File: src/rtl/bd_chip_emu.sv
// bd_chip_emu: Braindrop-side BD link emulator; echoes downstream words upstream with a seq tag and expands burst commands
// ports: clk, reset (async, active-high); BD_out_* = downstream sink (valid/data[20:0]/ready);
//        BD_in_* = upstream source (valid/data[33:0]/ready), data = {seq[12:0], payload[20:0]}
module bd_chip_emu #(
  parameter int DEPTH = 4,
  parameter int NBDdn = 21,
  parameter int NBDup = 34,
  parameter logic [4:0] BURST_OP = 5'h1F
) (
  input  logic             clk,
  input  logic             reset,
  input  logic             BD_out_valid,
  input  logic [NBDdn-1:0] BD_out_data,
  output logic             BD_out_ready,
  output logic             BD_in_valid,
  output logic [NBDup-1:0] BD_in_data,
  input  logic             BD_in_ready
);
  localparam int AW = $clog2(DEPTH);
  localparam int CW = AW + 1;
  localparam int SW = NBDup - NBDdn;
  typedef enum logic [1:0] {IDLE, ECHO, BURST} state_t;
  state_t state_q, state_d;
  logic [NBDdn-1:0] mem_q [DEPTH];
  logic [AW-1:0] wr_q, wr_d, rd_q, rd_d;
  logic [CW-1:0] cnt_q, cnt_d;
  logic [SW-1:0] seq_q, seq_d;
  logic [15:0] len_q, len_d, idx_q, idx_d;
  logic vld_q, vld_d;
  logic [NBDup-1:0] dat_q, dat_d;
  logic [NBDdn-1:0] head;
  logic push, pop, acc, is_burst, last;
  assign BD_out_ready = !reset && (cnt_q < CW'(DEPTH));
  assign BD_in_valid = vld_q;
  assign BD_in_data = dat_q;
  assign head = mem_q[rd_q];
  assign acc = vld_q & BD_in_ready;
  assign push = BD_out_valid & BD_out_ready;
  // the head is dispatched when idle, or in the same cycle an echo word is accepted
  assign pop = (cnt_q != '0) && (state_q == IDLE || (state_q == ECHO && acc));
  assign is_burst = head[NBDdn-1:NBDdn-5] == BURST_OP;
  assign last = idx_q == len_q - 16'd1;
  // a word loaded in an accept cycle must carry the already-advanced seq
  assign seq_d = seq_q + SW'(acc);
  assign wr_d = wr_q + AW'(push);
  assign rd_d = rd_q + AW'(pop);
  assign cnt_d = cnt_q + CW'(push) - CW'(pop);
  always_ff @(posedge clk or posedge reset) begin
    if (reset) state_q <= IDLE;
    else state_q <= state_d;
  end
  always_comb begin
    state_d = pop ? (!is_burst ? ECHO : (head[15:0] == 16'd0 ? IDLE : BURST))
            : (acc && (state_q == ECHO || (state_q == BURST && last))) ? IDLE : state_q;
  end
  always_comb begin
    vld_d = vld_q;
    dat_d = dat_q;
    len_d = len_q;
    idx_d = idx_q;
    if (pop) begin
      len_d = head[15:0];
      idx_d = '0;
      vld_d = !is_burst || head[15:0] != 16'd0;
      dat_d = {seq_d, is_burst ? {5'h1E, 16'h0000} : head};
    end else if (acc) begin
      vld_d = state_q == BURST && !last;
      idx_d = idx_q + 16'd1;
      dat_d = {seq_d, 5'h1E, idx_q + 16'd1};
    end
  end
  always_ff @(posedge clk or posedge reset) begin
    if (reset) begin
      wr_q <= '0;
      rd_q <= '0;
      cnt_q <= '0;
      seq_q <= '0;
      len_q <= '0;
      idx_q <= '0;
      vld_q <= 1'b0;
      dat_q <= '0;
    end else begin
      wr_q <= wr_d;
      rd_q <= rd_d;
      cnt_q <= cnt_d;
      seq_q <= seq_d;
      len_q <= len_d;
      idx_q <= idx_d;
      vld_q <= vld_d;
      dat_q <= dat_d;
    end
  end
  always_ff @(posedge clk) begin
    if (push) mem_q[wr_q] <= BD_out_data;
  end
endmodule

File: config.mk
export PLATFORM = sky130hd
export DESIGN_NAME = bd_chip_emu
export DESIGN_NICKNAME = d
export VERILOG_FILES = /design/src/rtl/bd_chip_emu.sv
export SDC_FILE = /design/constraint.sdc
export NUM_CORES = 1
export LEC_CHECK = 0
export BUFFER_PORTS_ARGS = -buffer_cell sky130_fd_sc_hd__buf_2
export CAP_MARGIN = 20
export CORE_MARGIN = 2
export CORE_UTILIZATION = 40
export CTS_BUF_LIST = sky130_fd_sc_hd__clkbuf_16
export DETAILED_ROUTE_END_ITERATION = 7
export PLACE_DENSITY = 0.62
export SYNTH_ARGS = -nofsm -noshare
export SYNTH_HDL_FRONTEND = slang
export SYNTH_SLANG_ARGS = --single-unit
File: constraint.sdc
create_clock -name clk -period 3.4 [get_ports clk]
set_input_delay 0.17 -clock clk [delete_from_list [all_inputs] [get_ports clk]]
set_output_delay 0.17 -clock clk [all_outputs]
set_load 0.02 [all_outputs]
* Yosys cells after proc, flatten, opt, wreduce, memory -nomap -nowiden
Memory sizes are Yosys's and may differ from the RTL's.
Cells that the tools add are included.
** Word-level totals
- Word-level logic and storage cells :: 55
- Bits of input ports :: 25
- Memory bits (writable) :: 84
- Output and inout port bits :: 36
- Register bits :: 89
- Memories kept :: 1
** Operators by class
- Mux-type cells :: 13
- Reduce and logical (&&, ||, !) cells :: 18
- Equal/unequal tests :: 4
- Order comparisons :: 1
- $add $sub $neg :: 7
- Bitwise gates (word level) :: 2
** Memories
- mem_q :: words 4, bits a word 21, read ports 1, clocked after Yosys merged registers in 0, write ports 1, RTL line 24 : logic [NBDdn-1:0] mem_q [DEPTH];
** Operators by type and width (count)
- 2-to-1 mux 34 bit :: 2
- 2-to-1 mux 16 bit :: 2
- 2-to-1 mux 21 bit :: 1
- adder 16 x 1 -> 16 bit, second input constant :: 1
- == test 16 bit :: 1
- zero test 16 bit :: 1
- nonzero test 16 bit :: 1
- subtractor 16 x 1 -> 16 bit, second input constant :: 1
- adder 13 x 1 -> 13 bit :: 1
- 2-to-1 mux 2 bit :: 4
- logical AND 1 bit :: 6
- == test 5 bit, second input constant :: 1
- adder 2 x 1 -> 2 bit :: 2
- 2-to-1 mux 1 bit :: 4
- nonzero test 2 bit :: 2
- adder 3 x 1 -> 3 bit :: 1
- zero test 1 bit :: 3
- logical OR 1 bit :: 3
- less-than comparator 3 bit, second input constant :: 1
- nonzero test 3 bit :: 1
- subtractor 3 x 1 -> 3 bit :: 1
- AND 1 bit :: 2
- == test 2 x 1 -> 1 bit, second input constant :: 1
- == test 2 bit, second input constant :: 1
- zero test 2 bit :: 1

* Logic depth before layout (Yosys ltp)
Gate-level depths: netlist of run 1.
- Depth after elaboration :: 7
- Gate-level depth with buffers :: 11

* Worst setup path before layout of run 1
OpenSTA, ideal clock, no wires.
- Path kind :: register -> register
- Start point :: register cnt_q[2]
- End point :: memory mem_q[1][0], enable pin
- Stages on the path, launching flop included :: 4
- Required time :: 2.970 ns
- Slack :: 0.416 ns
- Arrival :: 2.554 ns
- Cells stage by stage :: dfrtp_1 nor2_1 nand2_1 nor3b_1
** Between the ends
- Cells in the longest elaborated chain, start to end :: 5
** RTL lines
- from (decl) :: RTL line 26 : logic [CW-1:0] cnt_q, cnt_d;
- from (signal assigned) :: RTL line 85 : cnt_q <= cnt_d;
- less-than comparator 3 bit :: RTL line 33 : assign BD_out_ready = !reset && (cnt_q < CW'(DEPTH));
- logical AND 1 bit :: RTL line 33
- via BD_out_ready :: RTL line 14 : output logic BD_out_ready,
- AND 1 bit :: RTL line 38 : assign push = BD_out_valid & BD_out_ready;
- 2-to-1 mux 1 bit :: RTL line 94 : if (push) mem_q[wr_q] <= BD_out_data;
- 2-to-1 mux 1 bit (implied by the code) :: RTL line 94
- to (decl) :: RTL line 24
The timed path passes the listed nets, and every way through them passes these cells.

* Worst setup path in the final report of run 1
- Start point :: register len_q[2]
- End point :: register state_q[1]
** Between the ends
- Cells in the longest elaborated chain, start to end :: 6
** RTL lines
- from (decl) :: RTL line 28 : logic [15:0] len_q, len_d, idx_q, idx_d;
- from (signal assigned) :: RTL line 87 : len_q <= len_d;
- subtractor 16 x 1 -> 16 bit :: RTL line 42 : assign last = idx_q == len_q - 16'd1;
- == test 16 bit :: RTL line 42
- logical AND 1 bit :: RTL line 54 : : (acc && (state_q == ECHO || (state_q == BURST && last))) ? IDLE : state_q;
- logical OR 1 bit :: RTL line 54
- logical AND 1 bit :: RTL line 54
- nonzero test 2 bit (no line)
- to (signal assigned) :: RTL line 50 : else state_q <= state_d;
- to (decl) :: RTL line 23 : state_t state_q, state_d;
No other way between the ends.
A chain may end at the register's enable or synchronous reset.

==> results.md, run 1 <==
* Status: completed
* Post-DP HPWL at 10,700 microns
* RSZ-0062 raised after global routing: no
* First-pass GRT wire length at 25,400 microns
* Seq cells post-synth at 173
* Seq/Total Area, Yosys at 0.634
* DR WL met2 at 7520 microns
* Critical path class: register to register
* Vias per inst at 5.20
* CTS Hold Bufs at 22
* DRC Markers at 0
* WP data arrival at 3.02 ns
* Highest fanout seen on the critical path at 8
* Critical Path End Type: register
* Grt total ovfl at 0
* Fraction of layout instances using a drive strength above 1 at 0.222
* Switching share of power at 0.211
* Max Root-Sink Buffers at 2
* Lkg Pwr at 0.00371 uW
* Syn Area/Cell at 13.0 sq um
* Area contributors post-synth: edfxtp_1 (34%), dfrtp_1 (30%), mux4_2 (6.3%)
* Worst Path Required at 3.69 ns
* Initial Util at 0.405
* Worst vdd ir at 0.000374 V
* Vias in the first global route at 4,905
* WL final at 15,400 microns
* Die ar. at 0.0198 sq mm
* Critical-path cell list: nor4_1 -> nand2_1 -> xnor2_1 -> a2111oi_0 -> nand3_1 -> nor4_2 -> o211ai_1
* Top cell type's share of synthesized area at 0.337
* Row cnt at 50
* Area leader, netlist: edfxtp_1
* Worst slew pin tran at 0.865 ns
* NetSw at 870 uW
* Final setup violation count at 0
* Clock insertion delay at the later pin of the skew report at 0.42 ns
* DRT antenna net count at 0
* RD Place Congestion at 0.808
* Hold Crit Class: primary input to register
* Initial antenna violation count at 0
* Post-synth top flop: dfrtp_1
* CTS Root Cell: clkbuf_16
* Slew Limit Headroom at 0.421
* Clk sink count at 173
* Num ports at 61
* Synth Cell Area at 0.00749 sq mm
* Largest net degree at the start of global routing at 56
* Router iterations before antenna repair at 5
* CTS tree: built
* Clock share of power at 0.450
* Crit path largest cell delay at 0.66 ns
* CP Launch Type: register
* Final Hold Vio Count at 0
* Cts repair resizes at 0
* Fillers at 1,628
* Register area at 0.00475 sq mm
* Die Span X at 141 microns
* Top layer in use: met4
* Port Buffer Count at 60
* Multi-input logic area at 0.00259 sq mm
* DRT met1 WL at 7080 microns
* Routed WL per cell at 16.9 microns
* Routed wl met3 at 598 microns
* Post-CTS Setup Bufs at 0
* Die height at 141 microns
* Fin crit share at 0.802
* Max_cap viols at 0
* Core area at 0.0185 sq mm
* Async SR Flop Fraction at 0.514
* Fin nets at 698
* Syn nets at 609
* Final Max Tran Viols at 0
* Tot GR Track Use at 0.164
* Yosys cell types at 53
* DR iter-0 viols at 423
* Ant diodes at 0
* Mapped Cells at 575
* Cell-internal power at 3250 uW
* Vias at 4,731
* Yosys warns at 0
* Worst Skew at 0.0103 ns
* Comb power frac at 0.016
* CP top delay family: simple AND/OR/NAND/NOR gates
* Fmax at 367 MHz
* Power density cells at 464 mW/mm^2
* Post-layout util at 0.480
* Area Overhead vs Synth at 18.6%
* Sequential power share at 0.534
* Slowest CP cell: a2111oi_0
* Worst-path clk slew at 0.07 ns
* Post-synth EDFFs at 84
* CTS H-tree depth at 4
* Num CTS Buffers at 17
* Min Clock Period, post-route at 2.73 ns
* Setup_tns at 0 ns
* Crit path buf inv count at 0
path summary, 6_finish.rpt:
kind                             startpoint             end  slack, ns  cells past startpoint
min in group asynchronous             reset        cnt_q[2]       0.28                      3
worst max-delay path               len_q[2]      state_q[1]       0.67                      7
max in group asynchronous             reset  BD_in_data[24]       2.20                      4
worst min-delay path            BD_in_ready     BD_in_valid       0.19                      4
worst min register to register    seq_q[12]       seq_q[12]       0.47                      1
worst max register to register     len_q[2]      state_q[1]       0.67                      7
synthesized netlist by cell type (2+ instances only):
cell type  number
or4_4           2
nor2_1         43
a21oi_1        22
nor4b_1         2
ha_1            8
nand2b_1        4
nor4_1          9
nand3b_1        3
buf_2           3
xor2_1         25
and3_1          2
edfxtp_1       84
mux2i_1         2
nand2_1        81
o22ai_1         7
inv_1          12
clkbuf_1       16
mux4_2         21
or3_1           9
xnor2_1        31
nor3_1          9
nand3_1        18
nor3b_1         3
o21a_1          2
o21ai_0        21
nand4_1         4
buf_1           5
mux2_2         14
dfrtp_1        89
logic make-up (layout without fill, tap and decap cells):
family | count (synthesis) | in the layout | share of synthesized area
buf+inv | 39 | 140 | 0.0224
flops | 173 | 173 | 0.634
mux | 37 | 37 | 0.0869
xor+xnor | 56 | 56 | 0.0655
simple gates | 196 | 196 | 0.125
fa+ha+maj | 9 | 9 | 0.0160
compound gates | 65 | 65 | 0.0506
flip-flops by register name, summed over array words and instances (netlist names):
name,count
BD_in_data,34
BD_in_valid,1
mem_q,84
idx_q,16
seq_q,13
state_q,2
cnt_q,3
wr_q,2
len_q,16
rd_q,2
metrics by stage:
step	hold WS (ns)	cells	power, uW	area (sq um)	worst slack (ns)
3_5_place_dp	0.190	857	2290	8100	0.762
5_1_grt	0.192	910	4240	8880	0.439
4_1_cts	0.148	910	4150	8880	0.753
6_report	0.190	910	4120	8880	0.673
3_3_place_gp	0.179	857	2290	8100	0.811
2_1_floorplan	0.269	575	2260	7490	0.416
layout make-up:
type | instances | area share
Clock inverter | 14 | 0.0154
Clock buffer | 17 | 0.0479
Sequential cell | 173 | 0.535
Multi-Input combinational cell | 363 | 0.291
Inverter | 13 | 0.00564
Timing Repair Buffer | 96 | 0.0719
Tap cell | 234 | 0.0330
worst register-to-register path, cell delays in order (launching register included):
cell,delay [ns]
dfrtp_1,0.44
nor4_1,0.60
nand2_1,0.15
xnor2_1,0.16
a2111oi_0,0.66
nand3_1,0.18
nor4_2,0.27
o211ai_1,0.14
power by group through the flow:
stage	sequential (uW)	clock [uW]	combinational [uW]
2_1_floorplan	2240	0	16.0
3_3_place_gp	2240	0	46.4
3_5_place_dp	2240	0	49.7
4_1_cts	2200	1880	69.6
5_1_grt	2200	1970	76.5
6_report	2200	1850	67.0
placed cells by master (no fill, tap or decap), types with 22 or more instances in the layout:
master         Yosys  routed
a21oi_1           22      22
buf_2              3      60
dfrtp_1           89      89
dlygate4sd3_1      0      22
edfxtp_1          84      84
nand2_1           81      81
nor2_1            43      43
xnor2_1           31      31
xor2_1            25      25
metal layers:
layer,up-vias,track usage
li1,2238,-
met1,2380,0.221
met2,98,0.270
met3,15,0.0367
met4,0,0.0474
met5,-,0
Note: power is estimated with default switching activity, not from simulation.
==> inputs of run 2 (changes only) <==
==> constraint.sdc (replaced) <==
create_clock -name clk -period 2.6 [get_ports clk]
set_input_delay 0.13 -clock clk [delete_from_list [all_inputs] [get_ports clk]]
set_output_delay 0.13 -clock clk [all_outputs]
set_load 0.02 [all_outputs]
==> run 2 against run 1 <==
Clock power rose by 28%. Critical path depth rose by 2. Hold slack lost 0.11 ns. Routed wire length rose by 1.2%. Global-route usage increased by 0.33 points. Worst setup slack got worse by 0.51 ns. Critical endpoint unchanged.
==> results.md, run 2 (synthesis gave the netlist of run 1 again) <==
* Power density cells at 597 mW/mm^2 (+29%)
* Post-DP HPWL at 10,800 microns (+0.84%)
* Initial antenna violation count at 0 (unchanged)
* Num CTS Buffers at 17 (unchanged)
* Hold_ws at 0.0799 ns (-0.111 ns)
* Final Max Tran Viols at 0 (unchanged)
* Worst Skew at 0.0105 ns (+0.000201 ns)
* DRT antenna net count at 0 (unchanged)
* Setup_tns at 0 ns (unchanged)
* Slew Limit Headroom at 0.540 (+0.119)
* Worst-path clk slew at 0.07 ns (about the same)
* RSZ-0062 raised after global routing: no
* Fin crit share at 0.937 (+0.134)
* DRC Markers at 0 (unchanged)
* Num ports at 61 (unchanged)
* Worst slew pin tran at 0.689 ns (-0.175 ns)
* Die height at 141 microns (unchanged)
* Grt total ovfl at 0 (unchanged)
* Area Overhead vs Synth at 19.3%
* First-pass GRT wire length at 25,700 microns (+1.1%)
* Biggest register: mem_q
* Fraction of layout instances using a drive strength above 1 at 0.227 (+0.00538)
* Clk sink count at 173 (unchanged)
* DR iter-0 viols at 353 (-17%)
* Core area at 0.0185 sq mm (unchanged)
* Initial Util at 0.405 (unchanged)
* Min Clock Period, post-route at 2.44 ns (-0.292 ns)
* Commonest cells after routing, fill and taps aside: dfrtp_1 (89), edfxtp_1 (84), nand2_1 (81)
* Die ar. at 0.0198 sq mm (unchanged)
* CTS tree: built
* Max_cap viols at 0 (unchanged)
* Flop2flop setup slack at 0.16 ns (-0.51 ns)
* Final Hold Vio Count at 0 (unchanged)
* Die Span X at 141 microns (unchanged)
* Max Root-Sink Buffers at 2 (unchanged)
* Largest net degree at the start of global routing at 56 (unchanged)
* R2R Path End: state_q[1]
* CP Launch Type: register
* Pwr Total at 5330 uW (+30%)
* Router iterations before antenna repair at 5 (unchanged)
* Lkg Pwr at 0.00375 uW (+0.92%)
* Hold_sp: BD_in_ready
* Worst-case hold path end point: BD_in_valid
* Largest register FFs at 84 (unchanged)
* RD Place Congestion at 0.870 (+7.7%)
* Status: completed
* Hold Crit Class: primary input to register
* Fmax at 411 MHz (+12%)
* Critical path class: register to register
* Row cnt at 50 (unchanged)
* Routed WL per cell at 17.0 microns (+0.58%)
* Vias at 4,763 (+0.68%)
* Vias in the first global route at 4,894 (-0.22%)
* Final setup violation count at 0 (unchanged)
* Critical Path End Type: register
* Ant diodes at 0 (unchanged)
* Post-layout util at 0.482 (+0.00284)
* Worst r2r src: len_q[0]
* Worst Path Required at 2.90 ns (-0.79 ns)
* CTS Root Cell: clkbuf_16
* WP data arrival at 2.74 ns (-0.28 ns)
* DP Worst Slack at 0.143 ns (-0.618 ns)
* WHS Path Cells at 4 (unchanged)
* CTS H-tree depth at 4 (unchanged)
* Worst vdd ir at 0.000459 V (+23%)
* Tot GR Track Use at 0.168 (+0.00333)
* Commonest non-fill, non-tap cell in the layout: dfrtp_1
* Clock insertion delay at the later pin of the skew report at 0.42 ns (about the same)
* Fin worst setup slack at 0.165 ns (-0.508 ns)
* Fin nets at 703 (+0.72%)
* Vias per inst at 5.20 (about the same)
* Cell depth of the worst flop-to-flop path at 9 (+2)
* Highest fanout seen on the critical path at 6 (-2)
* WL final at 15,600 microns (+1.2%)
* Port Buffer Count at 60 (unchanged)
-- run 2: cell count changes in the layout (fill, tap and decap cells not counted), sizes merged --
| cell | before | now |
|---|---|---|
| buf | 74 | 79 |
| clkinv | 7 | 9 |
| clkinvlp | 2 | 1 |
-- run 2: metrics by stage --
step / cell area [sq um] / cells
floorplan: 7510 / 575
global placement: 8160 / 862
detailed placement: 8160 / 862
CTS: 8930 / 916
global route: 8930 / 916
finish: 8930 / 916
-- run 2: worst max-delay path: stages, from the launching register on --
cell      delay (ns)
dfrtp_1         0.44
inv_1           0.11
ha_2            0.23
or2b_2          0.35
or3_1           0.38
xnor2_1         0.15
o221ai_1        0.16
a21oi_1         0.11
nor4_2          0.28
o211ai_1        0.11
-- run 2: cell type report --
type | count | area, sq um
clock buffers | 17 | 425
clock inverters | 15 | 124
fillers | 1626 | 9580
inverters | 13 | 50.0
multi-input cells | 363 | 2590
flip-flops and latches | 173 | 4750
well taps | 234 | 293
repair buffers | 101 | 701
-- run 2: repair_timing --
action,in CTS,in global routing
hold buffers,22,0
gates resized for setup,0,1
buffers inserted,0,0
endpoints found under the hold margin,119,0
setup endpoints to repair,0,1
-- run 2: power breakdown --
part           internal, uW  switching [uW]  total (uW)
logic                  38.6            50.4        89.0
clock network          1310            1050        2370
registers              2870            1.78        2880
-- run 2: worst max-delay path by stage --
stage               startpoint       endpoint  slack [ns]  cells past startpoint
finish                len_q[0]     state_q[1]        0.16                      9
floorplan                reset  BD_in_data[0]        0.16                      1
CTS                   len_q[0]     state_q[1]        0.13                      9
detailed placement    len_q[0]     state_q[1]        0.14                      9
global placement       rd_q[0]    BD_in_valid        0.23                      8
global route          len_q[0]     state_q[1]        0.01                      9
-- run 2: routing by layer --
layer / vias up / track usage / routed length [microns]
met3: 13 / 0.0370 / 590
met5: - / 0 / 0
li1: 2264 / - / -
met1: 2387 / 0.229 / 7150
met4: 0 / 0.0511 / 197
met2: 99 / 0.271 / 7650
